## src/rtl/router_output_arbiter_pkg.sv

```systemverilog
// router_output_arbiter_pkg: shared router sizing, arbiter state encoding and flit type
package router_output_arbiter_pkg;
    localparam int NPORT = 5;
    localparam int FLIT_WIDTH = 16;
    typedef enum logic [1:0] {ARB_IDLE, ARB_HEADER, ARB_SIZE, ARB_PAYLOAD} arb_state_t;
    typedef logic [FLIT_WIDTH-1:0] flit_t;
endpackage

```

## src/rtl/router_output_arbiter_if.sv

```systemverilog
// router_output_arbiter_if: input-buffer side and TX side of one router output port
interface router_output_arbiter_if #(
    parameter int NPORT = router_output_arbiter_pkg::NPORT,
    parameter int FLIT_WIDTH = router_output_arbiter_pkg::FLIT_WIDTH
);
    logic [NPORT-1:0]            req;
    logic [NPORT-1:0]            flit_valid;
    logic [NPORT*FLIT_WIDTH-1:0] data_in;
    logic [NPORT-1:0]            flit_ack;
    logic [NPORT-1:0]            grant;
    logic                        tx;
    logic [FLIT_WIDTH-1:0]       data_out;
    logic                        credit_i;
    logic                        busy;
    modport master (
        output req, flit_valid, data_in, credit_i,
        input  flit_ack, grant, tx, data_out, busy
    );
    modport slave (
        input  req, flit_valid, data_in, credit_i,
        output flit_ack, grant, tx, data_out, busy
    );
endinterface

```

## src/rtl/router_output_arbiter_rr_arbiter.sv

```systemverilog
// rr_arbiter: combinational round-robin pick, first request at or above ptr with wrap
module rr_arbiter #(
    parameter int N = 5,
    localparam int PW = (N > 1) ? $clog2(N) : 1
) (
    input  logic [N-1:0]  req,
    input  logic [PW-1:0] ptr,
    output logic [N-1:0]  gnt
);
    int idx;
    // Scan from farthest to nearest so the nearest request wins the last write
    always_comb begin
        gnt = '0;
        idx = 0;
        for (int k = N - 1; k >= 0; k--) begin
            idx = (int'(ptr) + k) % N;
            if (req[idx]) gnt = N'(1) << idx;
        end
    end
endmodule

```

## src/rtl/router_output_arbiter.sv

```systemverilog
// router_output_arbiter: per-output-port packet allocator with credit-gated flit forwarding
module router_output_arbiter
    import router_output_arbiter_pkg::*;
#(
    parameter int NPORT = router_output_arbiter_pkg::NPORT,
    parameter int FLIT_WIDTH = router_output_arbiter_pkg::FLIT_WIDTH,
    localparam int PW = (NPORT > 1) ? $clog2(NPORT) : 1
) (
    input logic clock,
    input logic reset,
    router_output_arbiter_if.slave bus
);
    arb_state_t                          state;
    logic [NPORT-1:0]                    grant_q;
    logic [PW-1:0]                       rr_ptr;
    logic [FLIT_WIDTH-1:0]               flit_cnt;
    logic [PW-1:0]                       g;
    logic [NPORT-1:0]                    arb_gnt;
    logic [NPORT-1:0][FLIT_WIDTH-1:0]    lanes;
    logic [FLIT_WIDTH-1:0]               cur;
    logic                                xfer;
    logic                                last;
    rr_arbiter #(.N(NPORT)) u_rr (
        .req (bus.req),
        .ptr (rr_ptr),
        .gnt (arb_gnt)
    );
    always_comb begin
        g = '0;
        for (int k = 0; k < NPORT; k++) if (grant_q[k]) g = PW'(k);
    end
    assign lanes = bus.data_in;
    assign cur = lanes[g];
    assign xfer = (state != ARB_IDLE) & bus.flit_valid[g] & bus.credit_i;
    assign last = xfer & ((state == ARB_SIZE && cur == '0) ||
                          (state == ARB_PAYLOAD && flit_cnt == FLIT_WIDTH'(1)));
    assign bus.tx = xfer;
    assign bus.flit_ack = xfer ? grant_q : '0;
    assign bus.data_out = xfer ? cur : '0;
    assign bus.grant = grant_q;
    assign bus.busy = state != ARB_IDLE;
    always_ff @(posedge clock or negedge reset) begin
        if (!reset) begin
            state    <= ARB_IDLE;
            grant_q  <= '0;
            rr_ptr   <= '0;
            flit_cnt <= '0;
        end else if (last) begin
            // Release: next search starts just past the input that owned the port
            state   <= ARB_IDLE;
            grant_q <= '0;
            rr_ptr  <= (g == PW'(NPORT - 1)) ? '0 : g + 1'b1;
            if (state == ARB_PAYLOAD) flit_cnt <= flit_cnt - 1'b1;
        end else begin
            case (state)
                ARB_IDLE: begin
                    if (|bus.req) begin
                        grant_q <= arb_gnt;
                        state   <= ARB_HEADER;
                    end
                end
                ARB_HEADER: if (xfer) state <= ARB_SIZE;
                ARB_SIZE: begin
                    if (xfer) begin
                        flit_cnt <= cur;
                        state    <= ARB_PAYLOAD;
                    end
                end
                ARB_PAYLOAD: if (xfer) flit_cnt <= flit_cnt - 1'b1;
                default: state <= ARB_IDLE;
            endcase
        end
    end
    a_grant_onehot: assert property (@(posedge clock) disable iff (!reset) $onehot0(grant_q));
    a_tx_busy: assert property (@(posedge clock) disable iff (!reset) bus.tx |-> bus.busy);
    a_ack_grant: assert property (@(posedge clock) disable iff (!reset)
        bus.flit_ack == (grant_q & {NPORT{bus.tx}}));
endmodule

```

## src/flat_wrapper.sv

```systemverilog
// flat-port wrapper written by rule: the top's interface ports become plain ports
module router_output_arbiter_flat import router_output_arbiter_pkg::*;
#(
    parameter int NPORT = router_output_arbiter_pkg::NPORT,
    parameter int FLIT_WIDTH = router_output_arbiter_pkg::FLIT_WIDTH,
    localparam int PW = (NPORT > 1) ? $clog2(NPORT) : 1
)
  (clock, reset, bus_req, bus_flit_valid, bus_data_in, bus_credit_i, bus_flit_ack, bus_grant, bus_tx, bus_data_out, bus_busy);
  router_output_arbiter_if #(.NPORT(NPORT), .FLIT_WIDTH(FLIT_WIDTH)) bus_i ();
  input logic clock;
  input logic reset;
  input wire logic [$bits(bus_i.req)-1:0] bus_req;
  input wire logic [$bits(bus_i.flit_valid)-1:0] bus_flit_valid;
  input wire logic [$bits(bus_i.data_in)-1:0] bus_data_in;
  input wire logic [$bits(bus_i.credit_i)-1:0] bus_credit_i;
  output wire logic [$bits(bus_i.flit_ack)-1:0] bus_flit_ack;
  output wire logic [$bits(bus_i.grant)-1:0] bus_grant;
  output wire logic [$bits(bus_i.tx)-1:0] bus_tx;
  output wire logic [$bits(bus_i.data_out)-1:0] bus_data_out;
  output wire logic [$bits(bus_i.busy)-1:0] bus_busy;
  assign bus_i.req = bus_req;
  assign bus_i.flit_valid = bus_flit_valid;
  assign bus_i.data_in = bus_data_in;
  assign bus_i.credit_i = bus_credit_i;
  assign bus_flit_ack = bus_i.flit_ack;
  assign bus_grant = bus_i.grant;
  assign bus_tx = bus_i.tx;
  assign bus_data_out = bus_i.data_out;
  assign bus_busy = bus_i.busy;
  router_output_arbiter #(.NPORT(NPORT), .FLIT_WIDTH(FLIT_WIDTH)) u_core (.clock(clock), .reset(reset), .bus(bus_i));
endmodule
```

## config.mk

```make
export PLATFORM = sky130hd
export DESIGN_NAME = router_output_arbiter_flat
export DESIGN_NICKNAME = d
export VERILOG_FILES = /design/src/rtl/router_output_arbiter_pkg.sv /design/src/rtl/router_output_arbiter_if.sv /design/src/rtl/router_output_arbiter_rr_arbiter.sv /design/src/rtl/router_output_arbiter.sv /design/src/flat_wrapper.sv
export SDC_FILE = /design/constraint.sdc
export NUM_CORES = 1
export LEC_CHECK = 0
export CAP_MARGIN = 20
export CELL_PAD_IN_SITES_DETAIL_PLACEMENT = 0
export CELL_PAD_IN_SITES_GLOBAL_PLACEMENT = 1
export CORE_MARGIN = 2
export CORE_UTILIZATION = 33
export DETAILED_ROUTE_END_ITERATION = 8
export GPL_TIMING_DRIVEN = 0
export PLACE_DENSITY_LB_ADDON = 0.1
export SETUP_SLACK_MARGIN = 0.1
export SYNTH_ARGS = -nofsm -noshare
export SYNTH_HDL_FRONTEND = slang
export SYNTH_SLANG_ARGS = --single-unit
```

## constraint.sdc

```tcl
create_clock -name clock -period 5.1 [get_ports clock]
set_input_delay 1.02 -clock clock [delete_from_list [all_inputs] [get_ports clock]]
set_output_delay 1.02 -clock clock [all_outputs]
set_load 0.01 [all_outputs]
```

=== Word-level counts from Yosys, hierarchy flattened ===
Index checks and enable logic that the tools add are counted.
Widths: inputs -> output; s select.

* Register bits after elaboration: 26
* Latch bits: 0
* Memory bits (writable): 0
* Bits in read-only memories: 0
* Input bits: 93
* Output and inout bits: 28
* Word-level logic and storage cells: 97
* Memories kept: 0

* Add/subtract/negate cells: 6
* Multiply operators: 0
* Div/mod/pow operators: 5
* $lt $le $gt $ge: 6
* Eq/ne operators: 10
* Shift operators: 5
* Multiplexer cells: 44
* Bitwise gates (word level): 3
* Reduce and logical (&&, ||, !) cells: 14

{| class="wikitable"
|+ Operator list
! operator !! count
|-
| $lt 32x5->1 const B || 5
|-
| $shl 1x32->5 const A || 5
|-
| $mod 32x4->32 const B || 4
|-
| $mux 16 || 6
|-
| $bmux 16 s3 || 1
|-
| $mux 5 || 9
|-
| $mod 4x4->32 const B || 1
|-
| $pmux 16 s2 || 1
|-
| $bmux 1 s3 || 6
|-
| $eq 16x1->1 const B || 1
|-
| $logic_not 16->1 || 1
|-
| $sub 16x1->16 const B || 1
|-
| $mux 1 || 12
|-
| $mux 3 || 4
|-
| $ne 3x1->1 const B || 4
|-
| $add 3x2->4 const B || 2
|-
| $mux 2 || 4
|-
| $reduce_and 4->1 || 2
|-
| $reduce_bool 2->1 || 4
|-
| $pmux 2 s3 || 1
|-
| $reduce_or 5->1 || 1
|-
| $add 3x1->4 const B || 1
|-
| $add 3x3->4 const B || 1
|-
| $eq 2x2->1 const B || 2
|-
| 11 further kinds || 14
|}

=== Logic depth before layout (Yosys ltp) ===
* Depth in word-level cells: 13
* Depth in mapped cells: 25
* Depth with buffers taken out: 19

=== Cells and area by module ===
A second synthesis with hierarchy kept.

* Cells, all modules: 615
* Area, all modules: 4579.4 µm²

{| class="wikitable"
|+ Modules (own cells, without submodules)
! module !! instances !! cells an instance !! area an instance (µm²) !! sequential area each (µm²)
|-
| router_output_arbiter || 1 || 309 || 2486.1 || 650.6
|-
| rr_arbiter || 1 || 306 || 2093.3 || 0.0
|}

=== Worst setup path after synthesis ===
Ideal clock, no wire load.

* Path kind: flip-flop to flip-flop
* Start: register u_core.rr_ptr[0]
* End: register u_core.grant_q[1], in the netlist u_core.bus.grant[1]
* Library setup time: 0.144 ns
* Arrival time: 5.285 ns
* Required time: 4.956 ns
* Path slack: -0.329 ns
* Cell stages (with the launch flop): 26
* Path buffers: 7
* Period minus slack after synthesis: 5.429 ns
* Cell sequence: dfrtp_1 -> buf_2 -> buf_2 -> buf_2 -> buf_2 -> buf_1 -> inv_1 -> ha_1 -> buf_2 -> inv_1 -> ha_1 -> inv_1 -> ha_1 -> or3_1 -> nand3_1 -> and2_1 -> inv_1 -> ha_1 -> a211o_1 -> and3_1 -> buf_4 -> mux2_2 -> o221ai_2 -> nor3_2 -> a221oi_2 -> o41ai_1

* Word-level cells in the longest chain between the ends: 13
* Elaborated cells between the ends (all ways): 37
* Classes of those cells: add/sub (4); div (5); shift (5); mux (23)

{| class="wikitable"
|+ Ends and longest elaborated chain
! element !! RTL line !! text
|-
| start: declaration || router_output_arbiter.sv:15 || <nowiki>logic [PW-1:0] rr_ptr;</nowiki>
|-
| start signal: assignment || router_output_arbiter.sv:52 || <nowiki>rr_ptr <= (g == PW'(NPORT - 1)) ? '0 : g + 1'b1;</nowiki>
|-
| $add 3x3->4 || router_output_arbiter_rr_arbiter.sv:16 || <nowiki>idx = (int'(ptr) + k) % N;</nowiki>
|-
| $mod 32x4->32 || router_output_arbiter_rr_arbiter.sv:16 ||
|-
| $bmux 1 s3 || router_output_arbiter_rr_arbiter.sv:17 || <nowiki>if (req[idx]) gnt = N'(1) << idx;</nowiki>
|-
| $mux 1 (implied by the code) (2 in a row) || router_output_arbiter_rr_arbiter.sv:17 ||
|-
| $mux 5 (4 in a row) || router_output_arbiter_rr_arbiter.sv:17 ||
|-
| $mux 5 * || router_output_arbiter_rr_arbiter.sv:17 ||
|-
| $mux 5 * || router_output_arbiter.sv:57 || <nowiki>if (|bus.req) begin</nowiki>
|-
| $mux 5 * || router_output_arbiter.sv:55 || <nowiki>case (state)</nowiki>
|-
| $mux 5 * || router_output_arbiter.sv:48 || <nowiki>end else if (last) begin</nowiki>
|-
| end signal: assignment || router_output_arbiter.sv:58 || <nowiki>grant_q <= arb_gnt;</nowiki>
|-
| end: declaration || router_output_arbiter.sv:14 || <nowiki>logic [NPORT-1:0] grant_q;</nowiki>
|}

Every way passes the cells marked *; elsewhere a longest branch is shown, timed or not. The select of a mux whose other input is x is not followed.
A chain may end at the register's enable or synchronous reset.

=== Worst setup path after layout ===
Ends and elaborated chain as after synthesis.

==> impl_summary.log <==
[metrics] status: finished clean
[metrics] average footprint of a synthesized cell: between 7 and 8 sq um
[metrics] Worst Setup End Kind: flop
[metrics] commonest non-fill, non-tap cell in the layout: sky130_fd_sc_hd__clkdlybuf4s50_1
[metrics] count of warnings emitted by yosys: 0
[metrics] clock transition at the registers of the reported paths: ~0.07 ns
[metrics] # diodes: 0
[metrics] area fraction of the dominant cell type after synthesis: 0.136
[metrics] startpoint class of the critical path: flop
[metrics] number of sinks handled by clock tree synthesis: 26
[metrics] starting utilization of the core area: 0.341
[metrics] IO buf count: between 100 and 150
[metrics] cells after synthesis: 671
[metrics] worst hold start: u_core.flit_cnt[15]$_DFFE_PN0P_
[metrics] DRC Markers: 0
[metrics] Final Net Count: 930
[metrics] initial DRC count: around 390
[metrics] number of synthesized flops with an enable pin: 0
[metrics] fraction of layout instances using a drive strength above 1: 0.120
[metrics] leading cell types in the layout, fill and taps excluded: 119 x sky130_fd_sc_hd__clkdlybuf4s50_1, 80 x sky130_fd_sc_hd__nor2_1, 52 x sky130_fd_sc_hd__o21ai_0, 52 x sky130_fd_sc_hd__nand2_1, 43 x sky130_fd_sc_hd__a21oi_1
[metrics] final weighted congestion in routability-driven placement: about 0.90
[metrics] total power density per cell area: 372 nW/um^2
[metrics] number of maximum-capacitance constraint violations: 0
[metrics] number of distinct standard cells referenced by the synthesized netlist: 83
[metrics] routed vias/inst: 5.83
[metrics] final antenna-violating net count: 0
[metrics] number of global-route vias before repair: around 5600
[metrics] post-detailed-route wirelength per cell: 20.5 um
[metrics] count of vias placed by the detailed router: between 5000 and 6000
[metrics] Final Setup Violations: 0
[metrics] peak fanout along the critical path: 10
[metrics] clk_lat worst skew: roughly 0.27 ns
[metrics] critical path type: flop to flop
[metrics] Pleak: roughly 2.6 nW
[metrics] y dimension of the die: roughly 120 um
[metrics] unrepaired setup endpoints after global routing: false
[metrics] minimum clock period after layout: between 4 and 5 ns
[metrics] critical register-to-register path endpoint: u_core.bus.grant[1]$_DFFE_PN0P_
[metrics] highest ir drop seen on vdd: about 0.17 mV
[metrics] number of detailed-route iterations in the first pass: 8
[metrics] number of filler cells placed in the layout: around 1400
[metrics] Cell Area, Placed: 6240 sq um
[metrics] setup slack at placement: -1.01 ns
[metrics] area of the multi-input gates: approximately 3800 sq um
[metrics] CP Data Required Time: around 5.2 ns
[metrics] growth of design area from synthesis to finish: 37.7%
[metrics] global-route usage over all layers: 0.254
[metrics] path depth of the worst reg2reg path: 25
[metrics] most frequently used flop master after synthesis: sky130_fd_sc_hd__dfrtp_1
[metrics] area of the core region: 14000 sq um
[metrics] number of hold-slack violations in the final timing report: 0
[metrics] flip-flop and latch area: ~650 sq um
[metrics] clk buf depth: 2
[metrics] CTS tree: yes
[metrics] Layout Utilization: 0.470
[metrics] critical path startpoint: u_core.rr_ptr[0]$_DFFE_PN0P_
[metrics] post-synth design cell area: 4770 sq um
[metrics] initial antenna violation count: 0
[metrics] first-pass GRT wire length: 32100 um
[metrics] transition time of the tightest slew-check pin: slightly below 1 ns
[metrics] post-synthesis cell type with the largest combined area: sky130_fd_sc_hd__dfrtp_1
[metrics] worst hold-check path type: flop to flop
[metrics] Max-Slew Margin vs Limit: 0.343
[metrics] share of the clock period used by the worst path after layout: 0.943
[metrics] number of synthesized register bits: 26
[metrics] Die Outline Area: between 15000 and 20000 sq um
[metrics] number of I/O pins: between 100 and 150
[metrics] overall routed net length: around 20000 um
[metrics] final count of pins violating max slew: 0
[metrics] crit path capture: u_core.bus.grant[1]$_DFFE_PN0P_
[metrics] hold buffer count at cts: 0
[metrics] R2R Path Start: u_core.rr_ptr[0]$_DFFE_PN0P_
[metrics] arrival time at the worst endpoint: 4.92 ns
[metrics] Clock Skew: 0.00675 ns
[metrics] cells taking the most area after synthesis: sky130_fd_sc_hd__dfrtp_1 14%, sky130_fd_sc_hd__ha_1 8.1%, sky130_fd_sc_hd__nor2_1 6.3%
[metrics] maximum achievable frequency: 0.208 GHz
[metrics] setup slack of the most critical reg-to-reg path: approximately 0.29 ns
[metrics] largest net degree at the start of global routing: 16
[metrics] post-synthesis net count: 795
[metrics] number of levels the H-tree was split into: 1
[metrics] Post-DP HPWL: about 16000 um
[metrics] die width: between 100 and 150 um
[metrics] Remaining Overflow, GRT: 0
[metrics] share of synthesized area occupied by flip-flops and latches: 0.136
[metrics] post-route standard cell area excluding fillers: between 6000 and 7000 sq um
[metrics] Final WS setup: slightly below 0.3 ns
[metrics] number of rows created at floorplan: 43
[metrics] CTS Buf Count: 3
[metrics] clock tree root driver cell: sky130_fd_sc_hd__clkbuf_16
[metrics] asr flop ratio synth: 1.00
[what timing repair did]
action / in CTS / in global routing
setup buffers: 4 / 6
setup endpoints to repair: 5 / 5
gates resized for setup: 27 / 14
pin swaps: 6 / 6
[flip-flops by register name, indices dropped and copies added (netlist names)]
| name | cells |
|---|---|
| u_core.flit_cnt | 16 |
| u_core.bus.grant | 5 |
| u_core.state | 2 |
| u_core.rr_ptr | 3 |
[worst max-delay path, cell delays in order (launching register included)]
cell and delay (ns):
sky130_fd_sc_hd__dfrtp_2 0.45, sky130_fd_sc_hd__buf_8 0.14, sky130_fd_sc_hd__buf_6 0.14, sky130_fd_sc_hd__buf_8 0.13
sky130_fd_sc_hd__buf_8 0.14, sky130_fd_sc_hd__buf_8 0.14, sky130_fd_sc_hd__inv_4 0.07, sky130_fd_sc_hd__ha_2 0.17
sky130_fd_sc_hd__buf_6 0.09, sky130_fd_sc_hd__inv_1 0.05, sky130_fd_sc_hd__ha_4 0.30, sky130_fd_sc_hd__clkinvlp_4 0.11
sky130_fd_sc_hd__ha_4 0.18, sky130_fd_sc_hd__or3_4 0.37, sky130_fd_sc_hd__nand3_2 0.07, sky130_fd_sc_hd__and2_4 0.16
sky130_fd_sc_hd__inv_4 0.06, sky130_fd_sc_hd__ha_4 0.18, sky130_fd_sc_hd__a211o_1 0.25, sky130_fd_sc_hd__and3_1 0.19
sky130_fd_sc_hd__buf_6 0.14, sky130_fd_sc_hd__mux2_4 0.33, sky130_fd_sc_hd__o221ai_4 0.26, sky130_fd_sc_hd__nor3_4 0.07
sky130_fd_sc_hd__a221oi_2 0.33, sky130_fd_sc_hd__o41ai_2 0.13
[through the flow]
stage	hold WS, ns	setup TNS (ns)	cells	power [W]
5_1_grt	0.566	0	985	0.00263
6_report	0.519	0	985	0.00245
3_5_place_dp	0.506	-4.72	971	0.00216
2_1_floorplan	0.471	0	671	0.00148
3_3_place_gp	0.492	-4.62	970	0.00214
4_1_cts	0.522	0	979	0.00243
[final cells by class]
cell class / instances / area share
Buffer: 46 / 0.0485
Timing Repair Buffer: 130 / 0.195
Multi-Input combinational cell: 559 / 0.582
Tap cell: 180 / 0.0342
Clock buffer: 3 / 0.0114
Inverter: 40 / 0.0257
Sequential cell: 26 / 0.0991
Clock inverter: 1 / 0.00457
[cell usage after synthesis, types with 5 or more instances]
| cell type | n |
|---|---|
| sky130_fd_sc_hd__or3_1 | 8 |
| sky130_fd_sc_hd__nor2_1 | 80 |
| sky130_fd_sc_hd__o41ai_1 | 6 |
| sky130_fd_sc_hd__a21oi_1 | 44 |
| sky130_fd_sc_hd__buf_6 | 5 |
| sky130_fd_sc_hd__and3_1 | 7 |
| sky130_fd_sc_hd__clkbuf_1 | 16 |
| sky130_fd_sc_hd__mux2i_1 | 15 |
| sky130_fd_sc_hd__dfrtp_1 | 26 |
| sky130_fd_sc_hd__a211oi_1 | 6 |
| sky130_fd_sc_hd__buf_4 | 6 |
| sky130_fd_sc_hd__inv_1 | 35 |
| sky130_fd_sc_hd__nand3b_1 | 6 |
| sky130_fd_sc_hd__and2_1 | 8 |
| sky130_fd_sc_hd__xnor2_1 | 7 |
| sky130_fd_sc_hd__o31ai_1 | 10 |
| sky130_fd_sc_hd__o21ai_1 | 12 |
| sky130_fd_sc_hd__a311oi_1 | 5 |
| sky130_fd_sc_hd__a32oi_1 | 7 |
| sky130_fd_sc_hd__o21ai_0 | 52 |
| sky130_fd_sc_hd__a2111oi_0 | 5 |
| sky130_fd_sc_hd__a221oi_1 | 11 |
| sky130_fd_sc_hd__nand2b_1 | 13 |
| sky130_fd_sc_hd__nand2_1 | 52 |
| sky130_fd_sc_hd__nor3_1 | 27 |
| sky130_fd_sc_hd__o22a_1 | 7 |
| sky130_fd_sc_hd__buf_2 | 17 |
| sky130_fd_sc_hd__nor2b_1 | 7 |
| sky130_fd_sc_hd__o21a_1 | 7 |
| sky130_fd_sc_hd__ha_1 | 31 |
| sky130_fd_sc_hd__o22ai_1 | 9 |
| sky130_fd_sc_hd__a31oi_1 | 8 |
| sky130_fd_sc_hd__nand3_1 | 10 |
| sky130_fd_sc_hd__a221o_1 | 6 |
| sky130_fd_sc_hd__o211ai_1 | 8 |
[cells by family (layout without fill, tap and decap cells)]
family,Yosys count,after routing,synth area share
compound gates,247,247,0.365
simple gates,251,251,0.263
buf+inv,86,220,0.0846
mux,21,21,0.0503
flops,26,26,0.136
xor+xnor,9,9,0.0197
fa+ha+maj,31,31,0.0812
[routing by layer]
metal / vias to the layer above / track usage / part of all wire
met5: - / 0 / 0
met4: 0 / 0.0793 / 0.029
met3: 39 / 0.0219 / 0.040
met2: 202 / 0.452 / 0.49
met1: 2712 / 0.323 / 0.44
li1: 2789 / - / -
[how the worst min path moves through the flow]
stage / endpoint / slack [ns] / cells after the start
after floorplan: u_core.flit_cnt[15]$_DFFE_PN0P_ / 0.47 / 2
after global placement: u_core.flit_cnt[9]$_DFFE_PN0P_ / 0.49 / 2
after detailed placement: u_core.flit_cnt[15]$_DFFE_PN0P_ / 0.51 / 2
after CTS: u_core.flit_cnt[15]$_DFFE_PN0P_ / 0.52 / 2
after global routing: u_core.flit_cnt[15]$_DFFE_PN0P_ / 0.57 / 2
final: u_core.flit_cnt[15]$_DFFE_PN0P_ / 0.52 / 2
[power breakdown]
group          switching, W  leakage [nW]  total [W]  internal [W]
combinational       0.00107          2.19    0.00184      0.000764
sequential        0.0000871         0.332   0.000376      0.000289
clock             0.0000766        0.0511   0.000233      0.000156
total               0.00124          2.58    0.00245       0.00121
(Power assumes the default switching activity.)
